File: config.mk
export PLATFORM = sky130hd
export DESIGN_NAME = cp0_flat
export DESIGN_NICKNAME = d
export VERILOG_FILES = /design/src/rtl/cp0_pkg.sv /design/src/rtl/cp0_if.sv /design/src/rtl/cp0_int_arb.sv /design/src/rtl/cp0.sv /design/src/flat_wrapper.sv
export SDC_FILE = /design/constraint.sdc
export NUM_CORES = 1
export LEC_CHECK = 0
export ABC_AREA = 1
export CAP_MARGIN = 0
export CORE_UTILIZATION = 42
export DETAILED_ROUTE_END_ITERATION = 6
export GPL_TIMING_DRIVEN = 0
export PLACE_DENSITY = 0.86
export SYNTH_ARGS = -nofsm -noshare
export SYNTH_HDL_FRONTEND = slang
export SYNTH_HIERARCHICAL = 1
export SYNTH_SLANG_ARGS = --single-unit
export TNS_END_PERCENT = 50
File: constraint.sdc
create_clock -name clk -period 2.66 [get_ports clk]
set_input_delay 0.532 -clock clk [delete_from_list [all_inputs] [get_ports clk]]
set_output_delay 0.532 -clock clk [all_outputs]
set_load 0.03 [all_outputs]
File: src/rtl/cp0_pkg.sv
// Shared constants for the CP0 exception/interrupt controller: register numbers,
// exception codes, SR/Cause field positions and the handler vector.
package cp0_pkg;

  localparam logic [4:0] REG_SR    = 5'd12;
  localparam logic [4:0] REG_CAUSE = 5'd13;
  localparam logic [4:0] REG_EPC   = 5'd14;
  localparam logic [4:0] REG_PRID  = 5'd15;

  localparam logic [4:0] EXC_INT  = 5'd0;
  localparam logic [4:0] EXC_ADEL = 5'd4;
  localparam logic [4:0] EXC_ADES = 5'd5;
  localparam logic [4:0] EXC_RI   = 5'd10;
  localparam logic [4:0] EXC_OV   = 5'd12;

  localparam int unsigned SR_IE_BIT    = 0;
  localparam int unsigned SR_EXL_BIT   = 1;
  localparam int unsigned SR_IM_LO     = 10;
  localparam int unsigned CAUSE_BD_BIT = 31;
  localparam int unsigned CAUSE_IP_LO  = 10;
  localparam int unsigned CAUSE_EXC_LO = 2;

  localparam logic [31:0] HANDLER_VEC = 32'h0000_4180;

endpackage

File: src/rtl/cp0_if.sv
// Pipeline <-> CP0 signal bundle; master is the M-stage datapath, slave is cp0.
interface cp0_if;
  logic [4:0]  A1;
  logic [4:0]  A2;
  logic [31:0] DIn;
  logic        WE;
  logic [31:0] PC;
  logic        BDIn;
  logic        ExcReq;
  logic [4:0]  ExcCode;
  logic [5:0]  HWInt;
  logic        EXLClr;
  logic        IntReq;
  logic [31:0] EPCOut;
  logic [31:0] DOut;

  modport master (
    output A1, A2, DIn, WE, PC, BDIn, ExcReq, ExcCode, HWInt, EXLClr,
    input  IntReq, EPCOut, DOut
  );

  modport slave (
    input  A1, A2, DIn, WE, PC, BDIn, ExcReq, ExcCode, HWInt, EXLClr,
    output IntReq, EPCOut, DOut
  );
endinterface

File: src/rtl/cp0_int_arb.sv
// Combinational exception/interrupt arbitration: pending terms, request and the
// ExcCode to latch (interrupt beats a synchronous exception).
module cp0_int_arb
  import cp0_pkg::*;
(
  input  logic [5:0] ip,
  input  logic [5:0] im,
  input  logic       ie,
  input  logic       exl,
  input  logic       exc_req,
  input  logic [4:0] exc_code,
  output logic       int_pend,
  output logic       exc_pend,
  output logic       int_req,
  output logic [4:0] sel_code
);

  always_comb begin
    int_pend = (|(ip & im)) & ie & ~exl;
    exc_pend = exc_req & ~exl;
    int_req  = int_pend | exc_pend;
    sel_code = int_pend ? EXC_INT : exc_code;
  end

endmodule

File: src/rtl/cp0.sv
// CP0 register file (SR/Cause/EPC/PRId) with mfc0/mtc0 access and exception entry.
// Optional macro CP0_BD_EN: record branch-delay status and restart at the branch.
module cp0
  import cp0_pkg::*;
#(
  parameter logic [31:0] PRID = 32'h4D49_5053
) (
  input  logic clk,
  input  logic reset,
  cp0_if.slave bus
);

`ifdef CP0_BD_EN
  localparam logic BD_ENABLE = 1'b1;
`else
  localparam logic BD_ENABLE = 1'b0;
`endif

  logic [5:0]  im;
  logic        exl;
  logic        ie;
  logic        bd;
  logic [5:0]  ip;
  logic [4:0]  exc_code;
  logic [31:0] epc;

  logic        int_pend;
  logic        exc_pend;
  logic        arb_req;
  logic [4:0]  sel_code;
  logic        bd_in;
  logic [31:0] epc_next;
  logic [31:0] sr_val;
  logic [31:0] cause_val;

  cp0_int_arb u_arb (
    .ip       (ip),
    .im       (im),
    .ie       (ie),
    .exl      (exl),
    .exc_req  (bus.ExcReq),
    .exc_code (bus.ExcCode),
    .int_pend (int_pend),
    .exc_pend (exc_pend),
    .int_req  (arb_req),
    .sel_code (sel_code)
  );

  assign bd_in    = bus.BDIn & BD_ENABLE;
  assign epc_next = bd_in ? (bus.PC - 32'd4) : bus.PC;

  always_ff @(posedge clk) begin
    if (reset) begin
      im       <= '0;
      exl      <= 1'b0;
      ie       <= 1'b0;
      bd       <= 1'b0;
      ip       <= '0;
      exc_code <= '0;
      epc      <= '0;
    end else begin
      ip <= bus.HWInt;
      if (arb_req) begin
        exl      <= 1'b1;
        exc_code <= sel_code;
        bd       <= bd_in;
        epc      <= epc_next;
      end else begin
        if (bus.WE) begin
          case (bus.A2)
            REG_SR: begin
              im  <= bus.DIn[SR_IM_LO +: 6];
              exl <= bus.DIn[SR_EXL_BIT];
              ie  <= bus.DIn[SR_IE_BIT];
            end
            REG_EPC: epc <= {bus.DIn[31:2], 2'b00};
            default: ;
          endcase
        end
        // Placed after the mtc0 write so eret wins on SR.EXL when both occur.
        if (bus.EXLClr) exl <= 1'b0;
      end
    end
  end

  always_comb begin
    sr_val    = '0;
    sr_val[SR_IM_LO +: 6]  = im;
    sr_val[SR_EXL_BIT]     = exl;
    sr_val[SR_IE_BIT]      = ie;
    cause_val = '0;
    cause_val[CAUSE_BD_BIT]         = bd;
    cause_val[CAUSE_IP_LO +: 6]     = ip;
    cause_val[CAUSE_EXC_LO +: 5]    = exc_code;
  end

  always_comb begin
    case (bus.A1)
      REG_SR:    bus.DOut = sr_val;
      REG_CAUSE: bus.DOut = cause_val;
      REG_EPC:   bus.DOut = epc;
      REG_PRID:  bus.DOut = PRID;
      default:   bus.DOut = '0;
    endcase
  end

  // Reset dominates: no request may leak out while reset is held.
  assign bus.IntReq = arb_req & ~reset;
  assign bus.EPCOut = epc;

endmodule

File: src/flat_wrapper.sv
// flat-port wrapper written by rule: the top's interface ports become plain ports
module cp0_flat import cp0_pkg::*;
#(
  parameter logic [31:0] PRID = 32'h4D49_5053
)
  (clk, reset, bus_A1, bus_A2, bus_DIn, bus_WE, bus_PC, bus_BDIn, bus_ExcReq, bus_ExcCode, bus_HWInt, bus_EXLClr, bus_IntReq, bus_EPCOut, bus_DOut);
  cp0_if bus_i ();
  input  logic clk;
  input  logic reset;
  input wire logic [$bits(bus_i.A1)-1:0] bus_A1;
  input wire logic [$bits(bus_i.A2)-1:0] bus_A2;
  input wire logic [$bits(bus_i.DIn)-1:0] bus_DIn;
  input wire logic [$bits(bus_i.WE)-1:0] bus_WE;
  input wire logic [$bits(bus_i.PC)-1:0] bus_PC;
  input wire logic [$bits(bus_i.BDIn)-1:0] bus_BDIn;
  input wire logic [$bits(bus_i.ExcReq)-1:0] bus_ExcReq;
  input wire logic [$bits(bus_i.ExcCode)-1:0] bus_ExcCode;
  input wire logic [$bits(bus_i.HWInt)-1:0] bus_HWInt;
  input wire logic [$bits(bus_i.EXLClr)-1:0] bus_EXLClr;
  output wire logic [$bits(bus_i.IntReq)-1:0] bus_IntReq;
  output wire logic [$bits(bus_i.EPCOut)-1:0] bus_EPCOut;
  output wire logic [$bits(bus_i.DOut)-1:0] bus_DOut;
  assign bus_i.A1 = bus_A1;
  assign bus_i.A2 = bus_A2;
  assign bus_i.DIn = bus_DIn;
  assign bus_i.WE = bus_WE;
  assign bus_i.PC = bus_PC;
  assign bus_i.BDIn = bus_BDIn;
  assign bus_i.ExcReq = bus_ExcReq;
  assign bus_i.ExcCode = bus_ExcCode;
  assign bus_i.HWInt = bus_HWInt;
  assign bus_i.EXLClr = bus_EXLClr;
  assign bus_IntReq = bus_i.IntReq;
  assign bus_EPCOut = bus_i.EPCOut;
  assign bus_DOut = bus_i.DOut;
  cp0 #(.PRID(PRID)) u_core (.clk(clk), .reset(reset), .bus(bus_i));
endmodule
==> impl_metrics.csv, run 1 <==
group,metric,value,unit
hold_path,hold_path_depth,2,
yosys,ys_warn_count,6,
cts,clock_path_buffers,2,
timing,finClkSkew,0.00897,ns
cts,postCtsHoldBufs,0,
routing,route.detailed.wl_per_inst,14.8,um
setup_path,crit_chain,"clkdlybuf4s50_1 > nor2_2 > clkbuf_2 > nand3_1 > nand3_1 > clkdlybuf4s15_2",
setup_path,critical_path.top_delay_family,"buffers and inverters",
pwr,switchingPower,0.000586,W
pwr,fin_total_pwr,0.00185,W
cts,clkSinkCount,51,
yosys,netlist_instances,456,
timing,worst_pin_slew,0.607,ns
floorplanning,die_area,7190,um^2
setup_path,reg2reg_slack,0.73,ns
timing,max_freq,0.381,GHz
setup_path,crit_slowest_cell,"clkdlybuf4s50_1",
routing,remaining_drc_errors,11,
hold_path,hold_class,"flop to flop",
pwr,vdd.ir_drop.worst,0.000229,V
setup_path,endpoint_kind,"output pin",
pwr,leakagePower,2.07,nW
placement,io_buffers,154,
final_layout,fin_nets,717,
setup_path,rr_endpoint,"u_core/bus.EPCOut[21]",
floorplanning,rows,29,
global_routing,grt_usage,0.291,
timing,finalMaxSlewViolations,0,
hold_path,hold_end,"u_core/exc_code[1]",
floorplanning,start_util,0.443,
final_layout,area_growth,61.3,%
setup_path,worst-path-buf-inv,3,
pwr,clkPwrFrac,0.236,
yosys,syn_area_per_cell,6.31,um^2
placement,dpl.hpwl,7950,um
setup_path,arrival,2.09,ns
cts,path_clk_slew,0.09,ns
setup_path,critPathKind,"primary input to output pin",
routing,drtIter0Drc,281,
run,cap_viol_max_count,0,
routing,routed_wl,10400,um
pwr,p_int,0.00126,W
floorplanning,die_x,84.8,um
routing,postRouteAntennaNets,0,
status,status,"finished, violations left",
floorplanning,ios,156,
placement,gp_congestion,0.908,
global_routing,grt_overflow_total,0,
cts,clk_latency,0.31,ns
timing,finalSetupViolCount,0,
pwr,powerDensity,398,nW/um^2
setup_path,start_kind,"primary input",
yosys,synth_nets,547,
timing,timing.final.crit_share,0.987,
cts,htree_levels,2,
pwr,p_sw_frac,0.317,
setup_path,crit_fanout,10,
timing,post-route-min-period,2.63,ns
routing,num_vias,3673,
timing,grt_setup_unrepaired,"true",
global_routing,grt_pass1_wl,16500,um
final_layout,fin_util,0.715,
timing,final_hold_viol_count,0,
cts,cts_made_buffers,5,
floorplanning,core,6490,um^2
final_layout,diodes,0,
global_routing,antenna_found_initial,0,
setup_path,rr_worst_depth,10,
floorplanning,die_h,84.8,um
status,violations,"design-rule violations",
setup_path,rr_startpoint,"u_core/im[2]",
setup_path,crit_required,2.13,ns
timing,maxSlewHeadroom,0.595,
final_layout,layout-drive-gt1-share,0.161,
global_routing,grt_pass1_vias,3581,
setup_path,cpMostUsedCell,"nand3_1",
setup_path,cpPeakStageDelay,0.46,ns
pwr,pwr-share-comb,0.305,
cts,cts_tree,"yes",
pwr,pwr-share-seq,0.459,
routing,drtPass1Iterations,7,
yosys,synth_area,2880,um^2
routing,vias_per_cell,5.22,
global_routing,grt_start_max_net_pins,15,
cts,cts-root-buf,"clkbuf_8",
hold_path,min-delay-start,"u_core/exc_code[1]",
power groups by stage:
| stage | Combinational (W) | Sequential [W] | Clock, W |
|---|---|---|---|
| after global placement | 0.000541 | 0.000861 | 0 |
| after floorplan | 0.000217 | 0.000918 | 0 |
| after global routing | 0.000607 | 0.000852 | 0.000476 |
| after detailed placement | 0.000550 | 0.000863 | 0 |
| after CTS | 0.000559 | 0.000846 | 0.000440 |
| final | 0.000563 | 0.000847 | 0.000436 |
timing repair:
item / in CTS / in global routing
setup endpoints to repair: 33 / 31
pin swaps: 2 / 2
gates resized for setup: 103 / 27
setup buffers: 6 / 3
state kept, by name, indices dropped and copies added, names as in the netlist:
name	count
u_core/bus.EPCOut	32
u_core/exc_code	5
u_core/exl	1
u_core/ie	1
u_core/im	6
u_core/ip	6
worst min-delay path, cell delays in order, from the launching register on:
cell,delay (ns)
dfxtp_1,0.31
inv_1,0.06
o21ai_1,0.06
stage by stage:
stage	instances	setup WS [ns]	hold WS (ns)	TNS, ns	instance area, um^2
CTS	701	-0.0406	0.471	-0.111	4690
detailed placement	687	-0.630	0.456	-16.35	4520
global placement	687	-0.578	0.444	-15.71	4520
floorplan	456	0.483	0.432	0	2880
global route	704	-0.0320	0.504	-0.0562	4640
finish	704	0.0340	0.470	0	4640
cell usage in the layout, fill, tap and decap left out, drive strengths merged:
| master | count |
|---|---|
| nand4 | 2 |
| inv | 45 |
| nand2 | 157 |
| o21ai | 13 |
| nor2 | 48 |
| clkinv | 1 |
| o211ai | 1 |
| clkdlybuf4s15 | 15 |
| clkbuf | 16 |
| dlygate4sd2 | 3 |
| a21oi | 34 |
| clkdlybuf4s18 | 2 |
| buf | 39 |
| clkdlybuf4s50 | 121 |
| nand3 | 77 |
| a22o | 2 |
| dfxtp | 51 |
worst max path at each step:
stage                           from      endpoint  slack [ns]  cells past startpoint
final                      bus_A1[4]  bus_DOut[10]        0.03                      6
after global routing       bus_A1[4]  bus_DOut[10]       -0.03                      6
after CTS                 bus_ExcReq    bus_IntReq       -0.04                      9
after detailed placement   bus_A1[3]  bus_DOut[31]       -0.63                      7
after global placement     bus_A1[3]   bus_DOut[9]       -0.58                      7
after floorplan            bus_A1[3]   bus_DOut[2]        0.48                      4
layout make-up:
| class | count | area [um^2] |
|---|---|---|
| inverter | 45 | 169 |
| timing repair buffer | 163 | 1560 |
| clock inverter | 1 | 5.00 |
| multi-input combinational | 334 | 1570 |
| sequential | 51 | 1020 |
| fill | 552 | 1850 |
| clock buffer | 7 | 76.3 |
| buffer | 26 | 153 |
| tap | 77 | 96.3 |
metal layers:
layer | vias to the layer above | wire (um) | GRT usage
li1 | 1775 | - | -
met2 | 221 | 5090 | 0.534
met3 | 25 | 1090 | 0.0708
met5 | - | 0 | 0
met1 | 1652 | 4020 | 0.331
met4 | 0 | 214 | 0.0894
(Power assumes the default switching activity.)
==> inputs of run 2 (changes only) <==
--- a/config.mk
+++ b/config.mk
@@ -11,6 +11,7 @@
 export DETAILED_ROUTE_END_ITERATION = 6
 export GPL_TIMING_DRIVEN = 0
 export PLACE_DENSITY = 0.86
+export REMOVE_ABC_BUFFERS = 1
 export SYNTH_ARGS = -nofsm -noshare
 export SYNTH_HDL_FRONTEND = slang
 export SYNTH_HIERARCHICAL = 1
==> constraint.sdc (replaced) <==
create_clock -name clk -period 2.66 [get_ports clk]
set_input_delay 0.399 -clock clk [delete_from_list [all_inputs] [get_ports clk]]
set_output_delay 0.399 -clock clk [all_outputs]
set_load 0.03 [all_outputs]
==> impl_metrics.csv, run 2 (synthesis results as in run 1) <==
group,metric,value,unit
status,status,"finished, violations left",
status,violations,"design-rule violations",
final_layout,fill_cells,555,
floorplanning,core,6490,um^2
pwr,powerDensity,398,nW/um^2
cts,path_clk_slew,0.08,ns
floorplanning,die_area,7190,um^2
floorplanning,rows,29,
timing,timing.final.crit_share,0.963,
placement,io_buffers,154,
final_layout,largest_reg_flops,32,
routing,num_vias,3457,
placement,place_area,4380,um^2
timing,post-route-min-period,2.56,ns
routing,route.detailed.wl_per_inst,14.3,um
final_layout,fin_nets,691,
placement,placed_cells,661,
global_routing,grt_overflow_total,0,
cts,cts-root-buf,"clkbuf_8",
run,cap_viol_max_count,0,
floorplanning,die_x,84.8,um
setup_path,critical_path.top_delay_family,"buffers and inverters",
final_layout,final_area,4530,um^2
timing,final_hold_viol_count,0,
final_layout,most-common-layout-cells,"nand2_1, clkdlybuf4s50_1, nand3_1",
timing,grt_setup_unrepaired,"false",
routing,drtIter0Drc,192,
setup_path,worst-path-buf-inv,2,
cts,clock_path_buffers,2,
setup_path,critPathKind,"primary input to output pin",
final_layout,diodes,0,
routing,drtPass1Iterations,7,
placement,gp_congestion,0.793,
global_routing,grt_start_max_net_pins,63,
global_routing,grt_pass1_wl,15500,um
setup_path,cpPeakStageDelay,0.46,ns
setup_path,crit_fanout,13,
placement,dpl.hpwl,6300,um
hold_path,hold_class,"flop to flop",
routing,postRouteAntennaNets,0,
timing,finClkSkew,0.00412,ns
timing,finalWorstSetupSlack,0.0995,ns
cts,cts_tree,"yes",
setup_path,crit_required,2.26,ns
placement,dp_slack,-1.55,ns
cts,cts_made_buffers,5,
cts,clk_latency,0.29,ns
final_layout,fin_cells,676,
setup_path,endpoint_kind,"output pin",
timing,maxSlewHeadroom,0.425,
pwr,vdd.ir_drop.worst,0.000215,V
timing,finalMaxSlewViolations,0,
setup_path,arrival,2.16,ns
global_routing,grt_usage,0.270,
floorplanning,start_util,0.443,
pwr,leakagePower,2.09,nW
timing,max_freq,0.391,GHz
routing,routed_wl,9640,um
final_layout,layout_commonest_cell,"nand2_1",
routing,vias_per_cell,5.11,
setup_path,crit_chain,"clkdlybuf4s50_1 > nand2_1 > nor2_4 > nand2_2 > nor2_1 > dlygate4sd2_1",
cts,htree_levels,2,
setup_path,crit_slowest_cell,"clkdlybuf4s50_1",
floorplanning,die_h,84.8,um
cts,clkSinkCount,51,
final_layout,layout-drive-gt1-share,0.0952,
timing,finalSetupViolCount,0,
timing,worst_pin_slew,0.863,ns
floorplanning,ios,156,
global_routing,grt_pass1_vias,3359,
final_layout,area_growth,57.4,%
routing,remaining_drc_errors,10,
global_routing,antenna_found_initial,0,
setup_path,start_kind,"primary input",
## run 2: final timing paths
check	depth (start not counted)	endpoint	startpoint	slack, ns
min reg2reg	2	u_core/exc_code[1]	u_core/exc_code[1]	0.47
min	2	u_core/exc_code[1]	u_core/exc_code[1]	0.47
max reg2reg	10	u_core/bus.EPCOut[29]	u_core/im[2]	0.28
max	6	bus_DOut[8]	bus_A1[2]	0.1
## run 2: layout make-up
class / count / area [um^2] / area share
Clock buffer: 6 / 72.6 / 0.0160
Inverter: 45 / 176 / 0.0389
Multi-Input combinational cell: 336 / 1620 / 0.357
Sequential cell: 51 / 1020 / 0.225
Tap cell: 77 / 96.3 / 0.0213
Timing Repair Buffer: 161 / 1550 / 0.342
## run 2: repair_timing
action | in CTS | in global routing
hold buffers | 0 | 0
buffers inserted | 5 | 2
cloned | 2 | 0
pin swaps | 4 | 1
resized for setup | 47 | 7
setup endpoints to repair | 78 | 16
## run 2: power by group
part	switching (W)	internal [W]
logic	0.000294	0.000252
registers	0.0000328	0.000809
clock network	0.000240	0.000176
## run 2: layer usage
layer / global-route usage / routed length [um] / up-vias
li1: - / - / 1725
met1: 0.313 / 3840 / 1547
met2: 0.485 / 4740 / 167
met3: 0.0600 / 830 / 18
met4: 0.102 / 228 / 0
met5: 0 / 0 / -
## run 2: worst register-to-register path: cells and delay by family (launching register included)
family | cells | cell delay [ns]
AND/OR/NAND/NOR | 8 | 1.48
buffers and inverters | 1 | 0.35
AO/OA/AOI/OAI | 1 | 0.08
flip-flops | 1 | 0.33
## run 2: through the flow
step	TNS (ns)	hold slack, ns	utilization	power (W)
2_1_floorplan	0	0.432	-	0.00111
3_3_place_gp	-93.02	0.448	0.674	0.00138
3_5_place_dp	-81.36	0.456	0.674	0.00139
4_1_cts	0	0.468	0.695	0.00181
5_1_grt	0	0.492	0.698	0.00189
6_report	0	0.467	0.698	0.00180
==> inputs of run 3 (changes only) <==
--- a/config.mk
+++ b/config.mk
@@ -7,6 +7,7 @@
 export LEC_CHECK = 0
 export ABC_AREA = 1
 export CAP_MARGIN = 0
+export CORE_ASPECT_RATIO = 1.75
 export CORE_UTILIZATION = 42
 export DETAILED_ROUTE_END_ITERATION = 6
 export GPL_TIMING_DRIVEN = 0
==> impl_metrics.csv, run 3 (synthesis results as in run 1) <==
group,metric,value,unit
status,status,"finished, final reports clean",
pwr,pwr-share-comb,0.264,
pwr,switchingPower,0.000611,W
routing,dr_wl_met3,679,um
routing,drtPass1Iterations,4,
placement,dpl.hpwl,6540,um
final_layout,diodes,0,
global_routing,grt_start_max_net_pins,63,
floorplanning,core,6590,um^2
routing,remaining_drc_errors,0,
hold_path,hold_class,"flop to flop",
routing,vias_per_cell,5.17,
routing,num_vias,3524,
global_routing,grt_pass1_vias,3329,
final_layout,area_growth,59.9,%
routing,postRouteAntennaNets,0,
timing,final_hold_viol_count,0,
timing,maxSlewHeadroom,0.416,
global_routing,antenna_found_initial,0,
cts,cts_tree,"yes",
floorplanning,die_h,112,um
final_layout,most-common-layout-cells,"nand2_1, clkdlybuf4s50_1, nand3_1",
cts,path_clk_slew,0.07,ns
global_routing,grt_pass1_wl,15400,um
routing,wl_met2,5350,um
setup_path,endpoint_kind,"output pin",
final_layout,layout_commonest_cell,"nand2_1",
setup_path,cpPeakStageDelay,0.54,ns
setup_path,crit_slowest_cell,"clkdlybuf4s50_1",
timing,grt_setup_unrepaired,"false",
cts,clock_path_buffers,2,
placement,gp_congestion,0.817,
final_layout,fill_cells,571,
pwr,powerDensity,450,nW/um^2
setup_path,crit_required,2.26,ns
timing,worst_pin_slew,0.876,ns
timing,timing.final.crit_share,0.974,
pwr,vdd.ir_drop.worst,0.000335,V
final_layout,fin_nets,689,
routing,route.layer.met1.wl,3540,um
pwr,p_int,0.00146,W
final_layout,largest_reg_flops,32,
setup_path,critPathKind,"primary input to output pin",
global_routing,grt_overflow_total,0,
timing,post-route-min-period,2.59,ns
cts,clk_latency,0.29,ns
routing,route.detailed.wl_per_inst,14.7,um
floorplanning,start_util,0.437,
setup_path,worst-path-buf-inv,3,
timing,max_freq,0.386,GHz
timing,finalSetupViolCount,0,
run,cap_viol_max_count,0,
setup_path,arrival,2.19,ns
routing,highest_layer,"met4",
final_layout,fin_util,0.699,
placement,io_buffers,154,
setup_path,crit_chain,"clkdlybuf4s50_1 > inv_1 > nor2_4 > nand2_2 > nor2_1 > dlygate4sd2_1",
pwr,pwr-share-seq,0.406,
cts,cts-root-buf,"clkbuf_16",
cts,htree_levels,2,
floorplanning,ios,156,
routing,routed_wl,9990,um
cts,clkSinkCount,51,
setup_path,start_kind,"primary input",
routing,drtIter0Drc,310,
setup_path,crit_fanout,13,
timing,finClkSkew,0.00550,ns
timing,finalMaxSlewViolations,0,
floorplanning,die_area,7200,um^2
pwr,fin_total_pwr,0.00207,W
global_routing,grt_usage,0.277,
pwr,p_sw_frac,0.295,
pwr,leakagePower,2.09,nW
final_layout,layout-drive-gt1-share,0.100,
floorplanning,die_x,64.6,um
setup_path,critical_path.top_delay_family,"buffers and inverters",
cts,cts_made_buffers,5,
pwr,clkPwrFrac,0.330,
floorplanning,rows,39,
==> run 3: cell types whose count changed in the layout (fill, tap and decap cells not counted), sizes merged <==
cell	before	now
clkinvlp	0	1
clkbuf	9	12
buf	8	6
clkdlybuf4s15	0	6
dlygate4sd2	30	22
==> run 3: layer usage <==
| layer | vias up | track usage |
|---|---|---|
| met5 | - | 0 |
| met4 | 0 | 0.167 |
| met3 | 34 | 0.0605 |
| met2 | 163 | 0.494 |
| met1 | 1597 | 0.285 |
| li1 | 1730 | - |
==> run 3: power by group through the flow <==
| stage | sequential (W) | combinational [W] | clock [W] |
|---|---|---|---|
| 2_1_floorplan | 0.000918 | 0.000190 | 0 |
| 3_3_place_gp | 0.000856 | 0.000520 | 0 |
| 3_5_place_dp | 0.000858 | 0.000528 | 0 |
| 4_1_cts | 0.000841 | 0.000543 | 0.000696 |
| 5_1_grt | 0.000847 | 0.000585 | 0.000730 |
| 6_report | 0.000841 | 0.000545 | 0.000683 |
==> run 3: area by class of cell <==
| type | count | area, um^2 | area share |
|---|---|---|---|
| Clock buffer | 7 | 153 | 0.0332 |
| Multi-Input combinational cell | 336 | 1620 | 0.352 |
| Sequential cell | 51 | 1020 | 0.222 |
| Tap cell | 82 | 103 | 0.0223 |
| Clock inverter | 1 | 7.51 | 0.00163 |
| Inverter | 45 | 176 | 0.0383 |
| Timing Repair Buffer | 159 | 1520 | 0.331 |
==> run 3: final timing paths <==
check                                             end                from  cells past startpoint  slack (ns)
worst max-delay path                     bus_DOut[20]           bus_A1[1]                      6        0.07
worst max register to register  u_core/bus.EPCOut[30]        u_core/im[4]                     10        0.24
worst min register to register     u_core/exc_code[0]  u_core/exc_code[0]                      2        0.46
worst min-delay path               u_core/exc_code[0]  u_core/exc_code[0]                      2        0.46
==> run 3: repair_timing <==
item / in CTS / in global routing
setup buffers: 4 / 1
setup endpoints to repair: 78 / 18
hold endpoints to repair: 0 / 0
pin swaps: 3 / 1
hold buffers: 0 / 0
gates cloned: 2 / 0
gates resized for setup: 50 / 17
==> run 3: metrics by stage <==
| step | hold slack, ns | area, um^2 | setup slack [ns] | std cells | TNS, ns |
|---|---|---|---|---|---|
| floorplan | 0.432 | 2740 | 0.0818 | 430 | 0 |
| global placement | 0.450 | 4380 | -1.64 | 666 | -93.49 |
| detailed placement | 0.450 | 4380 | -1.56 | 666 | -81.37 |
| CTS | 0.462 | 4610 | 0.00307 | 680 | 0 |
| global route | 0.481 | 4600 | 0.00257 | 681 | 0 |
| finish | 0.462 | 4600 | 0.0686 | 681 | 0 |
==> run 3: worst register-to-register path: stages, from the launching register on <==
cell	delay, ns
dfxtp_1	0.33
nand2_1	0.08
nand2_1	0.08
nor2_2	0.11
nand2_2	0.12
nand2_1	0.18
nand2_8	0.19
inv_8	0.34
nand2_2	0.53
nand2_1	0.23
a21oi_1	0.09
